### src/rtl/z80_bus_tracer.sv
// Z80 bus-cycle tracer: snoops strobes, encodes each completed memory/I-O cycle and queues it in a FWFT FIFO.
// Optional timestamp prefix enabled by defining Z80_TRACER_TIMESTAMP_EN.
module z80_bus_tracer #(
  parameter int DEPTH  = 16,
  parameter int ADDR_W = 16,
  parameter int DATA_W = 8,
  parameter int WRAP   = 0,
  parameter int TS_W   = 16,
`ifdef Z80_TRACER_TIMESTAMP_EN
  localparam int TS_BITS = TS_W,
`else
  localparam int TS_BITS = 0 * TS_W,
`endif
  localparam int REC_W = 2 + ADDR_W + DATA_W + TS_BITS,
  localparam int CNT_W = $clog2(DEPTH) + 1
) (
  input  logic              clk,
  input  logic              reset,
  input  logic [ADDR_W-1:0] address,
  input  logic [DATA_W-1:0] dbus_in,
  input  logic [DATA_W-1:0] dbus_out,
  input  logic              rd_n,
  input  logic              wr_n,
  input  logic              mreq_n,
  input  logic              iorq_n,
  input  logic              trace_en,
  input  logic [ADDR_W-1:0] addr_lo,
  input  logic [ADDR_W-1:0] addr_hi,
  input  logic              clear,
  output logic              rec_valid,
  input  logic              rec_ready,
  output logic [REC_W-1:0]  rec_data,
  output logic [CNT_W-1:0]  count,
  output logic              overflow,
  output logic [15:0]       drop_cnt
);

  localparam int PTR_W   = $clog2(DEPTH);
  localparam bit WRAP_EN = (WRAP != 0);

  logic              act_r;
  logic [1:0]        lat_type_r;
  logic [ADDR_W-1:0] lat_addr_r;
  logic [DATA_W-1:0] lat_data_r;
  logic [REC_W-1:0]  mem [DEPTH];
  logic [PTR_W-1:0]  wr_ptr_r;
  logic [PTR_W-1:0]  rd_ptr_r;
  logic [CNT_W-1:0]  count_r;
  logic              overflow_r;
  logic [15:0]       drop_cnt_r;

  logic              active_s;
  logic              end_s;
  logic              in_win_s;
  logic              push_s;
  logic              pop_s;
  logic              full_s;
  logic              valid_s;
  logic              drop_s;
  logic              do_write_s;
  logic              adv_rd_s;
  logic [CNT_W-1:0]  count_next_s;
  logic [REC_W-1:0]  rec_s;

`ifdef Z80_TRACER_TIMESTAMP_EN
  logic [TS_W-1:0] ts_r;

  // Free-running cycle counter; only reset clears it.
  always_ff @(posedge clk or negedge reset) begin
    if (!reset) begin
      ts_r <= {TS_W{1'b0}};
    end else begin
      ts_r <= ts_r + TS_W'(1);
    end
  end

  assign rec_s = {ts_r, lat_type_r, lat_addr_r, lat_data_r};
`else
  assign rec_s = {lat_type_r, lat_addr_r, lat_data_r};
`endif

  // Cycle detection, filtering and FIFO control decisions.
  always_comb begin
    active_s   = (~rd_n | ~wr_n) & (~mreq_n | ~iorq_n);
    end_s      = act_r & ~active_s;
    in_win_s   = (addr_lo <= lat_addr_r) && (lat_addr_r <= addr_hi);
    push_s     = end_s & trace_en & (lat_type_r[1] | in_win_s);
    valid_s    = (count_r != {CNT_W{1'b0}});
    full_s     = (count_r == CNT_W'(DEPTH));
    pop_s      = rec_ready & valid_s;
    drop_s     = push_s & full_s & ~pop_s & ~clear;
    do_write_s = push_s & ~clear & (~full_s | pop_s | WRAP_EN);
    adv_rd_s   = ~clear & (pop_s | (drop_s & WRAP_EN));
    case ({do_write_s, adv_rd_s})
      2'b10:   count_next_s = count_r + CNT_W'(1);
      2'b01:   count_next_s = count_r - CNT_W'(1);
      default: count_next_s = count_r;
    endcase
  end

  // Previous-cycle activity and per-cycle latch of the bus contents.
  always_ff @(posedge clk or negedge reset) begin
    if (!reset) begin
      act_r      <= 1'b0;
      lat_type_r <= 2'b00;
      lat_addr_r <= {ADDR_W{1'b0}};
      lat_data_r <= {DATA_W{1'b0}};
    end else begin
      act_r <= active_s;
      if (active_s) begin
        lat_type_r <= {~iorq_n, rd_n};
        lat_addr_r <= address;
        lat_data_r <= ~rd_n ? dbus_in : dbus_out;
      end
    end
  end

  // FIFO storage; contents are only observed through count-gated reads.
  always_ff @(posedge clk) begin
    if (do_write_s) begin
      mem[wr_ptr_r] <= rec_s;
    end
  end

  // Pointers, occupancy and drop bookkeeping; clear overrides push and pop.
  always_ff @(posedge clk or negedge reset) begin
    if (!reset) begin
      wr_ptr_r   <= {PTR_W{1'b0}};
      rd_ptr_r   <= {PTR_W{1'b0}};
      count_r    <= {CNT_W{1'b0}};
      overflow_r <= 1'b0;
      drop_cnt_r <= 16'h0000;
    end else if (clear) begin
      wr_ptr_r   <= {PTR_W{1'b0}};
      rd_ptr_r   <= {PTR_W{1'b0}};
      count_r    <= {CNT_W{1'b0}};
      overflow_r <= 1'b0;
      drop_cnt_r <= 16'h0000;
    end else begin
      if (do_write_s) begin
        wr_ptr_r <= wr_ptr_r + PTR_W'(1);
      end
      if (adv_rd_s) begin
        rd_ptr_r <= rd_ptr_r + PTR_W'(1);
      end
      count_r <= count_next_s;
      if (drop_s) begin
        overflow_r <= 1'b1;
        if (drop_cnt_r != 16'hFFFF) begin
          drop_cnt_r <= drop_cnt_r + 16'h0001;
        end
      end
    end
  end

  assign rec_valid = valid_s;
  assign rec_data  = valid_s ? mem[rd_ptr_r] : {REC_W{1'b0}};
  assign count     = count_r;
  assign overflow  = overflow_r;
  assign drop_cnt  = drop_cnt_r;

endmodule

### config.mk
export PLATFORM = sky130hd
export DESIGN_NAME = z80_bus_tracer
export DESIGN_NICKNAME = d
export VERILOG_FILES = /design/src/rtl/z80_bus_tracer.sv
export SDC_FILE = /design/constraint.sdc
export NUM_CORES = 1
export LEC_CHECK = 0
export BUFFER_PORTS_ARGS = -buffer_cell sky130_fd_sc_hd__buf_2
export CORE_MARGIN = 3
export CORE_UTILIZATION = 55
export DETAILED_ROUTE_END_ITERATION = 6
export PLACE_DENSITY = 0.73
export SLEW_MARGIN = 20
export SYNTH_ARGS = -nofsm -noshare
export SYNTH_HDL_FRONTEND = slang
export SYNTH_SLANG_ARGS = --single-unit
export TNS_END_PERCENT = 50
### constraint.sdc
create_clock -name clk -period 3.7 [get_ports clk]
set_input_delay 0 -clock clk [delete_from_list [all_inputs] [get_ports clk]]
set_output_delay 0 -clock clk [all_outputs]
set_load 0.005 [all_outputs]
# Word-level counts from Yosys, hierarchy flattened
# Memories as Yosys holds them, arrays and structs flattened.
# Cells that the tools add are included.
[word_totals] wordCells=67 memories=1 ram_bits=416 out_inout_bits=49 in_bits=73 register_bits=57
[mem_list] memory="mem" depth=16 width=26 read_ports=1 rd_ports_with_merged_regs=0 wr=1 line_no="45" rtl="logic [REC_W-1:0] mem [DEPTH];"
[classes] magnitude_cmp=2 muxes=15 n_reduce_logical=8 n_eq_ne=4 add_sub_neg=5 n_bitwise=23
[ops] operator="$mux W16" count=3
[ops] operator="$le A16 B16 Y1" count=2
[ops] operator="$mux W26" count=1
[ops] operator="$add A16 B1 Y16 const B" count=1
[ops] operator="$mux W4" count=4
[ops] operator="$ne A16 B16 Y1 const B" count=1
[ops] operator="$and A1 B1 Y1" count=11
[ops] operator="$pmux W5 S2" count=1
[ops] operator="$add A4 B1 Y4 const B" count=2
[ops] operator="$mux W8" count=1
[ops] operator="$not A1 Y1" count=8
[ops] operator="$reduce_bool A2 Y1" count=4
[ops] operator="$add A5 B1 Y5 const B" count=1
[ops] operator="$eq A5 B5 Y1 const B" count=1
[ops] operator="$mux W5" count=1
[ops] operator="$reduce_bool A5 Y1" count=1
[ops] operator="$sub A5 B1 Y5 const B" count=1
[ops] operator="$mux W1" count=4
[ops] operator="$or A1 B1 Y1" count=4
[ops] operator="$reduce_bool A3 Y1" count=1
[ops] operator="$eq A2 B1 Y1 const B" count=1
[ops] operator="$eq A2 B2 Y1 const B" count=1
[ops] operator="$reduce_and A2 Y1" count=1
[ops] operator="$logic_and A1 B1 Y1" count=1

# Depth between registers and ports, before layout
# Gate-level depths: netlist of the first run.
[depth] word_depth=12 mapped_depth=15 depth_no_buf=15

# Worst setup path after synthesis of the first run
# No wires, ideal clock.
[synth_timing] kind="register -> register" startpoint="reg lat_addr_r[13]" endpoint="mem mem[10][0] (netlist name) (enable)" synth_period_minus_slack_ps=4101 t_arrival_ps=3692 path_buffers=0 stages_incl_launch_ff=10 setup_ps=409 path_slack_ps=-401 cell_sequence="dfrtp_1 > inv_1 > ha_1 > a211oi_1 > o22ai_1 > or4_1 > o32a_1 > nor4_4 > nand3b_1 > nor2_1"
[synth_between] elab_chain_cells=8 elab_cells_between_ends=9 cone_classes="order compare: 2; mux: 2; bitwise: 4; reduce/logical: 1"
[synth_lines] item="from (decl)" line_no="43" rtl="logic [ADDR_W-1:0] lat_addr_r;"
[synth_lines] item="from (signal assigned)" line_no="106" rtl="lat_addr_r <= {ADDR_W{1'b0}};"
[synth_lines] item="from (signal assigned)" line_no="112" rtl="lat_addr_r <= address;"
[synth_lines] item="$le A16 B16 Y1" line_no="86" rtl="in_win_s = (addr_lo <= lat_addr_r) && (lat_addr_r <= addr_hi);"
[synth_lines] item="$logic_and A1 B1 Y1 (*)" line_no="86"
[synth_lines] item="$or A1 B1 Y1 (*)" line_no="87" rtl="push_s = end_s & trace_en & (lat_type_r[1] | in_win_s);"
[synth_lines] item="$and A1 B1 Y1 (*)" line_no="87"
[synth_lines] item="$and A1 B1 Y1 (*) (2 in series)" line_no="92" rtl="do_write_s = push_s & ~clear & (~full_s | pop_s | WRAP_EN);"
[synth_lines] item="$mux W1 (*)" line_no="120" rtl="if (do_write_s) begin"
[synth_lines] item="$mux W1 (implied by the code) (*)" line_no="121" rtl="mem[wr_ptr_r] <= rec_s;"
[synth_lines] item="to (decl)" line_no="45"
# Every way passes the cells marked *; elsewhere a longest branch is shown, timed or not.

# Final worst setup path of the first run
[layout_timing] startpoint="reg lat_addr_r[13]" endpoint="reg count_r[4], in the netlist count[4]"
[layout_between] elab_chain_cells=9 elab_cells_between_ends=12 cone_classes="order compare: 2; eq/ne: 2; mux: 2; bitwise: 4; reduce/logical: 2"
[layout_lines] item="$le A16 B16 Y1" line_no="86"
[layout_lines] item="$logic_and A1 B1 Y1 (*)" line_no="86"
[layout_lines] item="$or A1 B1 Y1 (*)" line_no="87"
[layout_lines] item="$and A1 B1 Y1 (*)" line_no="87"
[layout_lines] item="$and A1 B1 Y1 (*) (2 in series)" line_no="92"
[layout_lines] item="$eq A2 B1 Y1 / $eq A2 B2 Y1 (equally long branches)" line_no="94" rtl="case ({do_write_s, adv_rd_s})"
[layout_lines] item="$pmux W5 S2" line_no="94"
[layout_lines] item="$mux W5" line_no="133" rtl="end else if (clear) begin"
[layout_lines] item="to (signal assigned)" line_no="130" rtl="count_r <= {CNT_W{1'b0}};"
[layout_lines] item="to (signal assigned)" line_no="136" rtl="count_r <= {CNT_W{1'b0}};"
[layout_lines] item="to (signal assigned)" line_no="146" rtl="count_r <= count_next_s;"
[layout_lines] item="to (decl)" line_no="48" rtl="logic [CNT_W-1:0] count_r;"
# Marked as above.
# A chain may end at the register's enable or synchronous reset.

==> qor.yml, run 1 <==
logic_synthesis:
  synth-edff-count: 416
  ys_types: 49
  ys_async_sr_fraction_pct: 12.1
  synthCells: 1202
  syn_area_per_cell_um2: 16.2
  yosys_warnings: 0
  mappedNetlistArea_um2: 19500
  syn-num-nets: 1315
  ys.flop_type: "edfxtp_1"
  ys_ff_latch: 473
  synth-seq-area-share_pct: 71.3
layout:
  area_growth_pct: 17.5
  final_util_pct: 65.9
  fillers: 2312
  fin_nets: 1521
  layout-drive-gt1-share_pct: 22.0
  diodes: 0
run_status:
  status: "finished, final reports clean"
worst_setup_path:
  reg2reg_to: "count[4]"
  worstSetupEndpointType: "register"
  regToRegSetupSlack_ns: 0.22
  r2r_start: "lat_addr_r[13]"
  required_ns: 4.10
  cp_max_fo: 8
  startpoint_type: "register"
  ff2ff_path_depth: 15
  criticalPathCategory: "register to register"
  arrival_ns: 3.88
route:
  ant_nets: 0
  vias: 11300
  avgRoutedWirePerCell_um: 23.0
  routed_wl_mm: 43.8
  via_per_inst: 5.95
  drc: 0
  drtIter0Drc: 950
  drt_first_pass_iters: 5
timing:
  post-route-min-period_ns: 3.48
  hold_viol_final: 0
  finalCritPeriodShare_pct: 94.0
  worst_slew_pin_slew_ns: 0.801
  fmax_mhz: 287
  grt_setup_unrepaired: "true"
  worst_hold_slack_ns: 0.0308
  skew_ns: 0.0148
  finalMaxSlewViolations: 0
  setup_viol: 0
  maxSlewHeadroom_pct: 46.6
min_path:
  min_path_type: "input pin to register"
  whs_path_depth: 3
  hold_start: "mreq_n"
  holdPathEnd: "act_r"
clocking:
  numCtsBuffers: 46
  clk_pin_slew_worst_paths_ns: 0.06
  root_buffer: "clkbuf_16"
  cts_tree: "yes"
  clockBufferDepth: 3
  clkLatencyLatePin_ns: 0.54
  cts.sinks: 473
  htreeDepth: 2
global_routing:
  antenna_found_initial: 0
  grt_max_degree: 58
  grt_pass1_vias: 11500
  grt_pass1_wl_mm: 67.5
  grt_use_total_pct: 23.1
  grt.overflow.total: 0
floorplanning:
  fp.dieArea_um2: 37800
  die_w_um: 194
  start_util_pct: 56.1
  io_pins: 122
  die-height_um: 194
  core-area_um2: 34800
  rows: 68
place:
  post-dp-hpwl_mm: 25.9
  gp_congestion: 0.856
  port_buffers: 121
power:
  leakagePower_nw: 8.03
  vdd_drop_max_v: 0.000530
  power.density_nw_per_um2: 585
flow_run:
  maxCapViolCount: 0
Yosys cell counts (3+ instances only):
master	number	area (um2)
edfxtp_1	416	12500
mux2i_1	115	1150
nor2_1	97	364
nand2_1	61	229
dfrtp_1	57	1430
mux4_2	52	1170
o21ai_0	47	235
clkbuf_1	44	165
ha_1	40	500
inv_1	38	143
a211oi_1	28	210
o22ai_1	28	175
o221ai_1	26	228
a21oi_1	25	125
xor2_1	21	184
and2_1	16	100
nand4_1	16	100
buf_1	14	52.6
and3_1	6	37.5
xnor2_1	5	43.8
and4_1	4	35.0
nand3_1	4	20.0
nor3_1	4	20.0
nor4_1	3	18.8
o21a_1	3	22.5
layer usage:
metal | GRT usage [%] | part of all wire [%] | up-vias
li1 | - | - | 5084
met1 | 32.8 | 41 | 5613
met2 | 37.7 | 48 | 527
met3 | 4.04 | 8.4 | 88
met4 | 6.46 | 2.5 | 0
met5 | 0 | 0 | -
placed cells by master, fill, tap and decap left out, drive strengths merged, types with 2 or more instances in the layout:
cell / netlist / routed
edfxtp: 416 / 416
buf: 17 / 182
mux2i: 115 / 115
nor2: 98 / 98
nand2: 61 / 61
clkbuf: 44 / 61
dfrtp: 57 / 57
mux4: 52 / 52
o21ai: 47 / 47
ha: 40 / 40
inv: 39 / 40
dlygate4sd3: 0 / 37
o22ai: 28 / 28
a211oi: 28 / 28
o221ai: 26 / 26
a21oi: 25 / 25
xor2: 21 / 21
clkinv: 0 / 18
and2: 16 / 16
nand4: 16 / 16
and3: 6 / 6
xnor2: 5 / 5
nor3: 4 / 4
and4: 4 / 4
nand3: 4 / 4
nor4: 4 / 4
o21a: 3 / 3
bufinv: 0 / 3
nor3b: 2 / 2
nand3b: 2 / 2
nor2b: 2 / 2
o211ai: 2 / 2
a21boi: 2 / 2
or4: 2 / 2
clkinvlp: 0 / 2
o31a: 2 / 2
a22oi: 2 / 2
critical path: stages, from the launching register on:
cell and delay (ns):
dfrtp_1 0.35, inv_1 0.06, ha_1 0.29, a211oi_1 0.27, o22ai_1 0.12, or4_1 0.41, o32a_2 0.44, o21a_1 0.24
xor2_1 0.15, ha_1 0.26, nand2_1 0.07, a21oi_1 0.14, a21oi_1 0.08, a22oi_1 0.24, xor2_1 0.16, nor2_1 0.05
registers in the layout (all words and copies together) (netlist names):
signal      flops
lat_data_r      8
lat_type_r      2
rd_ptr_r        4
drop_cnt       16
count           5
act_r           1
wr_ptr_r        4
lat_addr_r     16
mem           416
overflow        1
cell families after synthesis:
logic type                 after synthesis  synth area share (%)
DFF                                    473                  71.3
and+or+nand+nor                        225                  5.33
AOI/OAI and AO/OA                      170                  5.67
muxes                                  168                  12.0
buffers and inverters                  100                  1.97
adders and majority gates               40                  2.56
xor gates and xnor gates                26                  1.17
how the worst max path moves through the flow:
| stage | from | to | slack [ns] | cells after the start |
|---|---|---|---|---|
| 2_1_floorplan | lat_addr_r[13] | mem[10][0] | -0.40 | 9 |
| 3_3_place_gp | lat_addr_r[13] | mem[9][15] | 0.23 | 10 |
| 3_5_place_dp | lat_addr_r[13] | count[4] | 0.09 | 15 |
| 4_1_cts | lat_addr_r[13] | count[4] | 0.04 | 15 |
| 5_1_grt | lat_addr_r[13] | count[4] | -0.03 | 15 |
| 6_report | lat_addr_r[13] | count[4] | 0.22 | 15 |
power breakdown:
part | switching, mW | total [mW] | internal (mW)
sequential | 0.257 | 6.25 | 6.00
combinational | 1.42 | 2.67 | 1.25
clock | 1.90 | 4.49 | 2.59
total | 3.57 | 13.4 | 9.84
through the flow:
stage / cell area [um2] / worst slack (ns) / std cells / setup TNS [ns] / power, mW
global placement: 21100 / 0.227 / 1777 / 0 / 8.97
global route: 22900 / -0.0252 / 1900 / -0.0252 / 14.0
floorplan: 19500 / -0.401 / 1202 / -49.34 / 8.00
finish: 22900 / 0.222 / 1900 / 0 / 13.4
detailed placement: 21100 / 0.0949 / 1777 / 0 / 9.02
CTS: 22900 / 0.0376 / 1899 / 0 / 13.5
what timing repair did:
action | 4_1_cts | 5_1_grt
endpoints found under the hold margin | 110 | 0
setup buffers | 0 | 1
endpoints found under the setup margin | 0 | 44
hold buffers | 37 | 0
gates resized for setup | 0 | 3
final cells by class:
cell class	count	area (um2)	share of cell area, %
clock buffer	61	1250	5.44
clock inverter	24	203	0.884
inverter	39	146	0.638
multi-input combinational	629	5260	22.9
sequential	473	13900	60.7
tap	455	569	2.48
timing repair buffer	219	1580	6.91
Note: power is estimated with default switching activity, not from simulation.
==> inputs of run 2 (changes only) <==
--- a/config.mk
+++ b/config.mk
@@ -7,9 +7,9 @@
 export LEC_CHECK = 0
 export BUFFER_PORTS_ARGS = -buffer_cell sky130_fd_sc_hd__buf_2
 export CORE_MARGIN = 3
-export CORE_UTILIZATION = 55
+export CORE_UTILIZATION = 35
 export DETAILED_ROUTE_END_ITERATION = 6
-export PLACE_DENSITY = 0.73
+export PLACE_DENSITY = 0.5
 export SLEW_MARGIN = 20
 export SYNTH_ARGS = -nofsm -noshare
 export SYNTH_HDL_FRONTEND = slang
==> run 2 against run 1 <==
  * Total power rose by 3.8%
  * Largest power group unchanged
  * Wire length up 8.6%
  * Critical path type is now register to output port
  * Fmax increased by 1.8%
  * Critical endpoint is now rec_data[21]
  * Worst setup slack improved by 0.061 ns
  * Register-to-register slack better by 0.11 ns
==> qor.yml, run 2 (synthesis results as in run 1) <==
worst_setup_path:
  required_ns: 3.70  # was 4.10 ns
  cpPeakStageDelay_ns: 0.80  # was 0.44 ns
  critPathTopFamily: "compound AO/OA/AOI/OAI gates"  # unchanged
  cp_max_fo: 19  # was 8
  path_cells: "nand2b_2, buf_4, o221ai_1, o22ai_1, a211oi_1, buf_2"  # was inv_1, ha_1, a211oi_1, o22ai_1, or4_1, o32a_2, o21a_1, xor2_1, ha_1, nand2_1, a21oi_1, a21oi_1, a22oi_1, xor2_1, nor2_1
  r2r_start: "lat_addr_r[9]"  # was lat_addr_r[13]
  path_buf_inv: 2  # was 1
  worstSetupEndpointType: "output port"  # was register
  slowest_stage: "dfrtp_1"  # was o32a_2
  criticalPathCategory: "register to output port"  # was register to register
  startpoint_type: "register"  # unchanged
  critPathLaunch: "rd_ptr_r[2]"  # was lat_addr_r[13]
  arrival_ns: 3.42  # was 3.88 ns
timing:
  maxSlewHeadroom_pct: 40.8  # was 46.6%
  skew_ns: 0.0239  # was 0.0148 ns
  finalCritPeriodShare_pct: 92.4  # was 94.0%
  post-route-min-period_ns: 3.42  # was 3.48 ns
  grt_setup_unrepaired: "false"  # was true
  hold_viol_final: 0  # unchanged
  worst_slew_pin_slew_ns: 0.888  # was 0.801 ns
  worst_slack_ns: 0.283  # was 0.222 ns
  setup_viol: 0  # unchanged
  fmax_mhz: 293  # was 287 MHz
  finalMaxSlewViolations: 0  # unchanged
  setup_tns_ns: 0  # unchanged
place:
  post-place-ws_ns: 0.221  # was 0.0949 ns
  port_buffers: 121  # unchanged
  post-dp-hpwl_mm: 28.3  # was 25.9 mm
  gp_congestion: 0.754  # was 0.856
  placed_cell_area_um2: 21600  # was 21,100 um2
layout:
  fillers: 4940  # was 2,312
  design_area_um2: 23600  # was 22,900 um2
  fin_nets: 1529  # was 1,521
  final_util_pct: 43.3  # was 65.9%
  diodes: 0  # unchanged
  area_growth_pct: 20.8  # was 17.5%
  final_common_cell: "edfxtp_1"  # unchanged
  final_cell_mix: "edfxtp_1 (416), buf_2 (121), mux2i_1 (115)"  # unchanged
  regMostFlops: "mem"  # unchanged
  largest_reg_flops: 416  # unchanged
  layout-drive-gt1-share_pct: 22.5  # was 22.0%
route:
  via_per_inst: 5.07  # was 5.95
  drc: 0  # unchanged
  routed_wl_mm: 47.5  # was 43.8 mm
  ant_nets: 0  # unchanged
  vias: 11100  # was 11.3k
  avgRoutedWirePerCell_um: 21.7  # was 23.0 um
  drtIter0Drc: 626  # was 950
  drt_first_pass_iters: 5  # unchanged
clocking:
  numCtsBuffers: 49  # was 46
  clockBufferDepth: 3  # unchanged
  cts.sinks: 473  # unchanged
  cts_tree: "yes"  # unchanged
  clk_pin_slew_worst_paths_ns: 0.06  # about the same
  root_buffer: "clkbuf_16"  # unchanged
  clkLatencyLatePin_ns: 0.58  # was 0.54 ns
  htreeDepth: 2  # unchanged
  cts_setup_buffers: 0  # unchanged
global_routing:
  grt_use_total_pct: 16.2  # was 23.1%
  grt_max_degree: 51  # was 58
  antenna_found_initial: 0  # unchanged
  grt_pass1_vias: 11600  # was 11.5k
  grt_pass1_wl_mm: 72.1  # was 67.5 mm
  grt.overflow.total: 0  # unchanged
run_status:
  status: "finished, final reports clean"  # unchanged
floorplanning:
  fp.dieArea_um2: 58600  # was 37,800 um2
  die-height_um: 242  # was 194 um
  io_pins: 122  # unchanged
  rows: 85  # was 68
  die_w_um: 242  # was 194 um
  start_util_pct: 35.8  # was 56.1%
  core-area_um2: 54500  # was 34,800 um2
power:
  vdd_drop_max_v: 0.000784  # was 0.000530 V
  total_power_mw: 13.9  # was 13.4 mW
  leakagePower_nw: 8.14  # was 8.03 nW
  power.density_nw_per_um2: 591  # was 585 nW/um2
flow_run:
  maxCapViolCount: 0  # unchanged
min_path:
  min_path_type: "input pin to async pin"  # was input pin to register
## run 2: cell count changes in the layout (fill, tap and decap cells not counted), sizes merged
cell and delta:
clkbuf +9, clkinv -9, dlygate4sd3 +3, buf +2, bufinv +2, clkinvlp -1
## run 2: metal layers
metal | track usage, % | routed length (um) | up-vias
met1 | 21.9 | 21700 | 5713
met5 | 0 | 0 | -
li1 | - | - | 5106
met3 | 2.14 | 1720 | 56
met2 | 27.5 | 23300 | 223
met4 | 4.42 | 867 | 0
## run 2: final timing paths
check,endpoint,cells past startpoint,slack [ns]
worst max-delay path,rec_data[21],6,0.28
worst min-delay path,rd_ptr_r[2],2,0.08
worst max register to register,mem[9][13],11,0.33
worst min register to register,overflow,2,0.50
max in group asynchronous,lat_type_r[0],3,2.73
min in group clk,lat_addr_r[0],4,0.17
## run 2: report_power, final
part	total, mW	internal [mW]	switching [mW]
Clock	4.88	2.91	1.98
Sequential	6.24	6.00	0.238
Combinational	2.80	1.27	1.54
## run 2: repair_timing
action / 4_1_cts / 5_1_grt
hold buffers: 40 / 0
hold endpoints to repair: 89 / 0
resized for setup: 0 / 2
endpoints found under the setup margin: 0 / 21
## run 2: worst reg2reg max path: cells and delay by family (launching register included)
kind                     cells  cell delay [ns]
flip-flops                   1             0.38
AO/OA/AOI/OAI                2             0.73
buffers and inverters        3             0.61
AND/OR/NAND/NOR              5             1.02
adder cells (fa/ha/maj)      1             0.31
## run 2: metrics by stage
step	hold WS [ns]	cells
6_report	0.0794	2190
3_3_place_gp	0.189	2064
2_1_floorplan	-0.296	1202
4_1_cts	0.0847	2190
5_1_grt	0.140	2190
3_5_place_dp	0.188	2064
## run 2: cell type report
cell class / count / area (um2) / share of cell area, %
tap: 739 / 925 / 3.92
inverter: 39 / 146 / 0.621
timing repair buffer: 224 / 1730 / 7.34
clock buffer: 70 / 1370 / 5.80
multi-input combinational: 629 / 5270 / 22.4
clock inverter: 16 / 205 / 0.871
sequential: 473 / 13900 / 59.1
==> inputs of run 3 (changes only) <==
--- a/config.mk
+++ b/config.mk
@@ -6,8 +6,10 @@
 export NUM_CORES = 1
 export LEC_CHECK = 0
 export BUFFER_PORTS_ARGS = -buffer_cell sky130_fd_sc_hd__buf_2
+export CORE_ASPECT_RATIO = 0.6
 export CORE_MARGIN = 3
 export CORE_UTILIZATION = 35
+export CTS_CLUSTER_DIAMETER = 50
 export DETAILED_ROUTE_END_ITERATION = 6
 export PLACE_DENSITY = 0.5
 export SLEW_MARGIN = 20
==> run 3 against run 2 <==
  * Largest cell class unchanged
  * Sequential share of layout area down 0.61 points
  * Largest power group unchanged
  * Fmax down 2.5%
  * Total power down 0.38%
  * Critical path type is now register to register
  * Critical endpoint is now mem[8][16]
  * Via count up 4.3%
==> qor.yml, run 3 (synthesis results as in run 1) <==
run_status:
  status: "finished, final reports clean"  # unchanged
floorplanning:
  io_pins: 122  # unchanged
  fp.dieArea_um2: 58700  # was 58,600 um2
  rows: 66  # was 85
  start_util_pct: 35.7  # was 35.8%
  core-area_um2: 54700  # was 54,500 um2
  die_w_um: 311  # was 242 um
  die-height_um: 189  # was 242 um
clocking:
  htreeDepth: 2  # unchanged
  root_buffer: "clkbuf_16"  # unchanged
  cts_tree: "yes"  # unchanged
  clk_pin_slew_worst_paths_ns: 0.06  # about the same
  cts.sinks: 473  # unchanged
  numCtsBuffers: 47  # was 49
  clkLatencyLatePin_ns: 0.57  # was 0.58 ns
  clockBufferDepth: 3  # unchanged
route:
  drtIter0Drc: 1069  # was 626
  routed_wl_mm: 54.0  # was 47.5 mm
  vias: 11600  # was 11.1k
  avgRoutedWirePerCell_um: 24.2  # was 21.7 um
  drc: 0  # unchanged
  ant_nets: 0  # unchanged
  drt_first_pass_iters: 6  # was 5
  via_per_inst: 5.19  # was 5.07
layout:
  largest_reg_flops: 416  # unchanged
  layout-drive-gt1-share_pct: 24.1  # was 22.5%
  fin_nets: 1555  # was 1,529
  final_util_pct: 43.6  # was 43.3%
  multi_input_area_um2: 5290  # was 5270 um2
  final_common_cell: "edfxtp_1"  # unchanged
  seq_area_um2: 13900  # unchanged
  fillers: 4889  # was 4,940
  regMostFlops: "mem"  # unchanged
  final_cell_mix: "edfxtp_1 (416), buf_2 (120), mux2i_1 (115)"  # was edfxtp_1 (416), buf_2 (121), mux2i_1 (115)
  area_growth_pct: 22.1  # was 20.8%
timing:
  post-route-min-period_ns: 3.50  # was 3.42 ns
  maxSlewHeadroom_pct: 36.8  # was 40.8%
  finalMaxSlewViolations: 0  # unchanged
  finalCritPeriodShare_pct: 94.7  # was 92.4%
  hold_viol_final: 0  # unchanged
  setup_viol: 0  # unchanged
  fmax_mhz: 285  # was 293 MHz
  setup_tns_ns: 0  # unchanged
  worst_slew_pin_slew_ns: 0.948  # was 0.888 ns
  skew_ns: 0.0189  # was 0.0239 ns
global_routing:
  antenna_found_initial: 1  # was 0
  grt.overflow.total: 0  # unchanged
  grt_use_total_pct: 18.3  # was 16.2%
  grt_pass1_vias: 11700  # was 11.6k
  grt_pass1_wl_mm: 79.4  # was 72.1 mm
  grt_max_degree: 58  # was 51
min_path:
  whs_path_depth: 3
  min_path_type: "input pin to register"  # was input pin to async pin
worst_setup_path:
  arrival_ns: 3.75  # was 3.42 ns
  worstSetupEndpointType: "register"  # was output port
  cp_max_fo: 20  # was 19
  ff2ff_path_depth: 14  # was 11
  startpoint_type: "register"  # unchanged
  criticalPathCategory: "register to register"  # was register to output port
  required_ns: 3.95  # was 3.70 ns
place:
  port_buffers: 121  # unchanged
  gp_congestion: 0.769  # was 0.754
  post-dp-hpwl_mm: 35.0  # was 28.3 mm
power:
  total_power_mw: 13.9  # about the same
  vdd_drop_max_v: 0.000323  # was 0.000784 V
  leakagePower_nw: 8.27  # was 8.14 nW
  power.density_nw_per_um2: 582  # was 591 nW/um2
flow_run:
  maxCapViolCount: 0  # unchanged
## run 3: worst max-delay path: stages (launching register included)
cell	delay, ns
dfrtp_1	0.38
buf_4	0.20
ha_1	0.30
nand4_1	0.20
nor4_2	0.35
buf_4	0.15
a21oi_1	0.06
o31a_1	0.21
buf_4	0.18
nor4_4	0.31
buf_4	0.19
nand3b_1	0.08
buf_4	0.18
nor2_4	0.13
buf_12	0.24
## run 3: cell type report
type / instances / share of cell area (%)
flip-flops and latches: 473 / 58.5
inverters: 39 / 0.615
diodes: 3 / 0.0315
clock inverters: 15 / 0.620
multi-input cells: 629 / 22.2
repair buffers: 252 / 8.46
well taps: 748 / 3.93
clock buffers: 73 / 5.69
## run 3: report_power, final
part / switching [mW] / internal [mW]
combinational: 1.62 / 1.30
sequential: 0.251 / 6.00
clock: 2.03 / 2.67
## run 3: path summary, 6_finish.rpt
kind	to	startpoint	slack (ns)
min reg2reg	overflow	overflow	0.52
max	mem[8][16]	lat_addr_r[10]	0.20
max reg2reg	mem[8][16]	lat_addr_r[10]	0.20
max in group asynchronous	rd_ptr_r[0]	reset	2.88
min in group asynchronous	count[0]	reset	0.13
min	act_r	mreq_n	0.04
## run 3: metal layers
metal | share of wire, % | vias to the layer above | track usage (%)
met5 | 0 | - | 0
met4 | 1.6 | 0 | 3.54
met3 | 6.7 | 64 | 3.96
met2 | 43 | 347 | 26.6
met1 | 49 | 5998 | 28.2
li1 | - | 5166 | -
## run 3: through the flow
step           hold slack (ns)  setup slack [ns]  instances  instance area [um2]
2_1_floorplan           -0.296            -0.401       1202                19500
3_3_place_gp             0.212             0.147       2096                21800
3_5_place_dp             0.212             0.134       2096                21800
4_1_cts                 0.0248             0.110       2223                23700
5_1_grt                 0.0895          -0.00615       2229                23800
6_report                0.0428             0.197       2232                23800
## run 3: timing repair
item,CTS,global route
setup endpoints to repair,0,2
setup buffers,0,6
gates resized for setup,0,6
hold buffers,39,0
endpoints found under the hold margin,110,0
